### config.mk
export PLATFORM = sky130hd
export DESIGN_NAME = dest_reader
export DESIGN_NICKNAME = d
export VERILOG_FILES = /design/src/rtl/dest_reader.sv
export SDC_FILE = /design/constraint.sdc
export NUM_CORES = 1
export LEC_CHECK = 0
export CAP_MARGIN = 25
export CELL_PAD_IN_SITES_DETAIL_PLACEMENT = 0
export CELL_PAD_IN_SITES_GLOBAL_PLACEMENT = 1
export CORE_MARGIN = 2
export CORE_UTILIZATION = 38
export CTS_BUF_LIST = sky130_fd_sc_hd__clkbuf_4 sky130_fd_sc_hd__clkbuf_8
export CTS_CLUSTER_SIZE = 25
export DETAILED_ROUTE_END_ITERATION = 10
export PLACE_DENSITY = 0.95
export SLEW_MARGIN = 20
export SYNTH_ARGS = -nofsm -noshare
export SYNTH_HDL_FRONTEND = slang
export SYNTH_SLANG_ARGS = --single-unit
### constraint.sdc
create_clock -name clk -period 3.9 [get_ports clk]
set_clock_uncertainty 0.1 [all_clocks]
set_input_delay 0.585 -clock clk [delete_from_list [all_inputs] [get_ports clk]]
set_output_delay 0.585 -clock clk [all_outputs]
set_load 0.02 [all_outputs]
### src/rtl/dest_reader.sv
// dest_reader: egress drain for the D0/D1 destination FIFOs.
// Pops both FIFOs round-robin while the consumer is ready, merges the two
// streams into one output stream, keeps saturating per-destination word
// counters and reports idle status.
// Optional feature macro: DEST_CHECK_EN (destination-bit mismatch checker).
module dest_reader #(
  parameter int BW       = 6,
  parameter int CNT_W    = 8,
  parameter int DEST_BIT = 4
) (
  input  logic             clk,
  input  logic             reset_L,
  input  logic             init,
  input  logic             sink_ready,
  input  logic             D0_empty,
  input  logic             D1_empty,
  input  logic [BW-1:0]    D0_data_out,
  input  logic [BW-1:0]    D1_data_out,
  output logic             D0_rd,
  output logic             D1_rd,
  output logic [BW-1:0]    data_out,
  output logic             valid_out,
  output logic             dest_out,
  output logic [CNT_W-1:0] cnt_D0,
  output logic [CNT_W-1:0] cnt_D1,
  output logic             idle_out,
  output logic             error_out
);

  typedef enum logic {
    IDLE = 1'b0,
    READ = 1'b1
  } state_t;

  state_t          state;
  state_t          state_nxt;
  logic            rr_ptr;     // 0: D0 wins the next tie, 1: D1 wins
  logic            rd_q;       // a pop was issued last cycle
  logic            src_q;      // source FIFO of that pop
  logic [BW-1:0]   data_hold;  // last presented word
  logic            both_empty;
  logic            pop;

  assign both_empty = D0_empty && D1_empty;
  assign pop        = D0_rd || D1_rd;

  // State register.
  // NOTE: sequential state uses non-blocking assignments so every register
  // samples the pre-edge values of its inputs.
  always_ff @(posedge clk or negedge reset_L) begin
    if (!reset_L) state <= IDLE;
    else          state <= state_nxt;
  end

  // Next-state logic: run while the consumer is ready and there is work.
  // NOTE: every combinational output gets a default first, so no path
  // through the block leaves it unassigned and no latch is inferred.
  always_comb begin
    state_nxt = state;
    unique case (state)
      IDLE: if (!init && sink_ready && !both_empty) state_nxt = READ;
      READ: if (init || !sink_ready || both_empty)  state_nxt = IDLE;
      default: state_nxt = IDLE;
    endcase
  end

  // Pop selection: one pop per cycle, round-robin on a tie, never an empty FIFO.
  always_comb begin
    D0_rd = 1'b0;
    D1_rd = 1'b0;
    if (state == READ && sink_ready && !init) begin
      if (!D0_empty && !D1_empty) begin
        if (rr_ptr) D1_rd = 1'b1;
        else        D0_rd = 1'b0 | 1'b1;
      end else if (!D0_empty) begin
        D0_rd = 1'b1;
      end else if (!D1_empty) begin
        D1_rd = 1'b1;
      end
    end
  end

  // Pop tracking and arbitration pointer. After any pop the pointer names
  // the other FIFO: that is the toggle on a tie and the hand-over when only
  // one FIFO had data.
  always_ff @(posedge clk or negedge reset_L) begin
    if (!reset_L) begin
      rd_q   <= 1'b0;
      src_q  <= 1'b0;
      rr_ptr <= 1'b0;
    end else begin
      rd_q <= pop;
      if (pop) src_q <= D1_rd;
      if (init)     rr_ptr <= 1'b0;
      else if (pop) rr_ptr <= D0_rd;
    end
  end

  // NOTE: the FIFO read data is only valid in the cycle after the pop, so
  // the word is steered through with a registered select and a registered
  // copy holds it once valid_out drops.
  assign valid_out = rd_q;
  assign dest_out  = src_q;
  assign data_out  = rd_q ? (src_q ? D1_data_out : D0_data_out) : data_hold;

  // Hold the last presented word for the cycles without a valid word.
  always_ff @(posedge clk or negedge reset_L) begin
    if (!reset_L)  data_hold <= '0;
    else if (rd_q) data_hold <= data_out;
  end

  // Saturating per-destination counters; a word shown during init is not counted.
  always_ff @(posedge clk or negedge reset_L) begin
    if (!reset_L) begin
      cnt_D0 <= '0;
      cnt_D1 <= '0;
    end else if (init) begin
      cnt_D0 <= '0;
      cnt_D1 <= '0;
    end else if (rd_q) begin
      if (!src_q && cnt_D0 != '1) cnt_D0 <= cnt_D0 + CNT_W'(1);
      if ( src_q && cnt_D1 != '1) cnt_D1 <= cnt_D1 + CNT_W'(1);
    end
  end

  assign idle_out = (state == IDLE) && both_empty && !rd_q;

`ifdef DEST_CHECK_EN
  // Sticky flag: a presented word whose destination bit disagrees with its source FIFO.
  always_ff @(posedge clk or negedge reset_L) begin
    if (!reset_L)  error_out <= 1'b0;
    else if (init) error_out <= 1'b0;
    else if (rd_q && (data_out[DEST_BIT] != src_q)) error_out <= 1'b1;
  end
`else
  assign error_out = 1'b0;
`endif

endmodule
Word-level counts from Yosys, hierarchy flattened
Cells that the tools add are included.

storage, ports and cells
  register bits = 26
  bits of input ports = 18
  output and inout bits = 28
  word-level logic and storage cells = 60

cells by class
  $add $sub $neg = 2
  eq/ne operators = 2
  muxes and demuxes = 22
  bitwise gates (word level) = 1
  reductions and logical operators = 26

operators by type and width
  cell                                          count
  two-way mux 8 bit                             6
  adder 8 x 1 -> 8 bit, second input constant   2
  inequality test 8 bit, second input constant  2
  two-way mux 1 bit                             13
  two-way mux 6 bit                             2
  logical AND 1 bit                             10
  nonzero test 2 bit                            4
  zero test 1 bit                               7
  AND reduction 2 bit                           2
  logical OR 1 bit                              3
  one-hot mux 1 bit (2 select lines)            1
  inverter 1 bit                                1

Logic depth before layout (Yosys ltp)
  depth after elaboration = 7
  mapped depth = 5

Worst setup path after synthesis
No wires, ideal clock.

  path kind = input-to-output
  from = input init
  to = output D1_rd
  arrival time = 1.479 ns
  data required time = 3.215 ns
  path slack = 1.736 ns
  cell stages on the path = 4
  buffers on the path = 1
  cells stage by stage = clkbuf_1 -> inv_1 -> nand3_1 -> nor3_1

between the ends
  longest elaborated chain between the ends = 3

RTL lines
  element            RTL line  text
  from (decl)        13        input logic init,
  zero test 1 bit    71        if (state == READ && sink_ready && !init) begin
  logical AND 1 bit  71
  two-way mux 1 bit  71
  to (decl)          20        output logic D1_rd,

No other way between the ends.

Worst setup path in the final report
Same ends and word-level chain as after synthesis.

==> reports/metrics.cfg <==
[status]
status=finished clean

[cts]
clk_pin_slew_ns=0.14
postCtsSetupBuffers=0
cts.sinks=26
ctsRootBufferMaster=clkbuf_4
cts_resized=0
h-tree-depth=1
cts_made_buffers=3
clk_latency_ns=0.33
clockBufferDepth=2
hold_buffers=0
cts_tree=done

[timing]
finalSetupViolCount=0
drv_slew=0
tightest_slew_ns=0.658
fin_crit_ns=3.03
relSlewSlack=0.562
rsz0062_at_grt=false
max_freq_mhz=330
setup_tns_ns=0
post-route-period-util=0.778
holdWs_ns=0.431
finalHoldViolations=0

[synth]
ys_types=40
synth-main-ff-cell=dfrtp_1
synth_edf_count=0
synth.avg_cell_area_um2=10.0
netlist_instances=137
synth_area_um2=1370
ys_ff_latch=26
async_reset_ff_frac=1.00
yosysSeqAreaShare=0.474
syn_nets=157
ys_warn_count=0

[power_and_ir_drop]
swShare=0.283
p_leak_uw=0.000814
p_per_area_nw_per_um2=307
p_switching_uw=164
seqPwrFrac=0.524
intPower_uw=415
comb_power_share=0.239
clkPwrFrac=0.237
max-vdd-ir-drop_mv=0.167

[critical_path]
critical_path.cell_chain=clkdlybuf4s50_1 > buf_4 > inv_1 > nand3_1 > nor3_1 > clkdlybuf4s50_1
cp_max_fo=16
critPathLaunch=init
path_class=in -> out
cp-end-kind=output port
r2r-end=cnt_D0[5]$_DFFE_PN0P_
cp_common_cell=clkdlybuf4s50_1
cp-start-kind=input port
reg2regPathDepth=4
timing.rr.start=valid_out$_DFF_PN0_
regToRegSetupSlack_ns=1.90
worst_ep_required_time_ns=3.21
cp_data_arrival_time_ns=2.35
crit_end=D1_rd
critPathMaxStageDelay_ns=0.66
crit_slowest_cell=clkdlybuf4s50_1

[placed_design]
io_buffers=44
dp_hpwl_mm=2.28
dp.cells=223
globalplace.congestion=0.769

[routing]
remaining_drc_errors=0
antenna_left=0
drt_iter0_drc=80
drt-pass1-iter-count=4
via_per_inst=5.07
wl_per_cell_um=13.2
wl_mm=2.99
vias=1152

[finish]
final_cell_mix=clkdlybuf4s50_1 (44), dfrtp_1 (26), nor2_1 (18), a21oi_1 (17), mux2i_1 (8)
area_delta_synth_final_pct=37.6
post-route-util=0.557
final_nets=202
diodes=0
n_fill_cell=294
final_cell_count_no_fill=227
layout-drive-gt1-share=0.0773
final_common_cell=clkdlybuf4s50_1

[floorplanning]
initial_utilization=0.405
die_y_um=64.1
die_area_um2=4100
coreArea_um2=3390
num_rows=21
ios=46
fp.dieW_um=64.1

[flow_run]
maxCapViolCount=0

[global_routing]
grt_overflow=0
antenna_found_initial=0
first_global_vias=1217
grt_first_pass_wirelength_mm=5.30
grtUsageTotal=0.160
grt_start_max_net_pins=27

[min_path]
hp-start=data_hold[5]$_DFFE_PN0P_
worstHoldPathType=reg -> reg

==> cells in the mapped netlist (2+ instances only) <==
library cell   n  area, um2
clkbuf_1       3       11.3
xor2_1         7       61.3
o211ai_1       4       30.0
or4_1          2       15.0
nand4_1        2       12.5
nor2b_1        2       12.5
o21ai_0        2       10.0
nand3_1        2       10.0
o31ai_1        2       15.0
a21oi_1       17       85.1
ha_1           2       25.0
dfrtp_1       26        651
inv_1          3       11.3
mux2i_1        8       80.1
nor3_1         4       20.0
nand2_1        7       26.3
or3_1          2       12.5
nor2_1        18       67.6
and3_1         3       18.8
==> critical path: cells and delay by family <==
family | cells | cell delay (ns)
buffers and inverters | 4 | 1.39
AND/OR/NAND/NOR | 2 | 0.37
==> sequential cells by signal (all words and copies together) (netlist names) <==
| register | flops |
|---|---|
| cnt_D0 | 8 |
| valid_out | 1 |
| rr_ptr | 1 |
| data_hold | 6 |
| cnt_D1 | 8 |
| state | 1 |
| dest_out | 1 |
==> stage by stage <==
| step | setup slack, ns | instance area [um2] | power [uW] |
|---|---|---|---|
| after floorplan | 1.74 | 1370 | 381 |
| after global placement | 0.854 | 1850 | 446 |
| after detailed placement | 0.873 | 1850 | 449 |
| after CTS | 0.843 | 1890 | 588 |
| after global routing | 0.717 | 1890 | 615 |
| final | 0.865 | 1890 | 579 |
==> layer usage <==
layer	global-route usage	wire, um	vias to the layer above
met5	0	0	-
met4	0.0245	7	0
met3	0.0458	189	2
met2	0.286	1440	41
met1	0.194	1350	532
li1	-	-	577
==> how the worst min path moves through the flow <==
stage / depth (start not counted) / slack, ns / endpoint
floorplan: 0 / 0.19 / cnt_D0[0]$_DFFE_PN0P_
global placement: 2 / 0.39 / data_hold[4]$_DFFE_PN0P_
detailed placement: 2 / 0.40 / data_hold[0]$_DFFE_PN0P_
CTS: 2 / 0.43 / data_hold[0]$_DFFE_PN0P_
global route: 2 / 0.48 / data_hold[2]$_DFFE_PN0P_
finish: 2 / 0.43 / data_hold[5]$_DFFE_PN0P_
==> kinds of logic (layout without fill, tap and decap cells) <==
logic type,Yosys count,after routing,synth area share
other cells,1,1,0.00273
simple gates,51,51,0.214
xor+xnor,7,7,0.0447
mux,8,8,0.0584
buf+inv,9,53,0.0328
fa+ha+maj,2,2,0.0182
compound gates,33,33,0.155
flops,26,26,0.474
==> cell type report <==
type                            instances  area, um2  share of cell area
Multi-Input combinational cell        102        676               0.358
Sequential cell                        26        651               0.345
Timing Repair Buffer                   46        455               0.241
Tap cell                               46       57.6              0.0305
Clock buffer                            4       36.3              0.0192
Inverter                                3       11.3             0.00597
==> power by group through the flow <==
| stage | logic [uW] | clock network (uW) | registers (uW) |
|---|---|---|---|
| floorplan | 78.5 | 0 | 303 |
| global placement | 137 | 0 | 309 |
| detailed placement | 139 | 0 | 310 |
| CTS | 141 | 143 | 304 |
| global route | 154 | 153 | 308 |
| finish | 138 | 137 | 304 |
(Power assumes the default switching activity.)
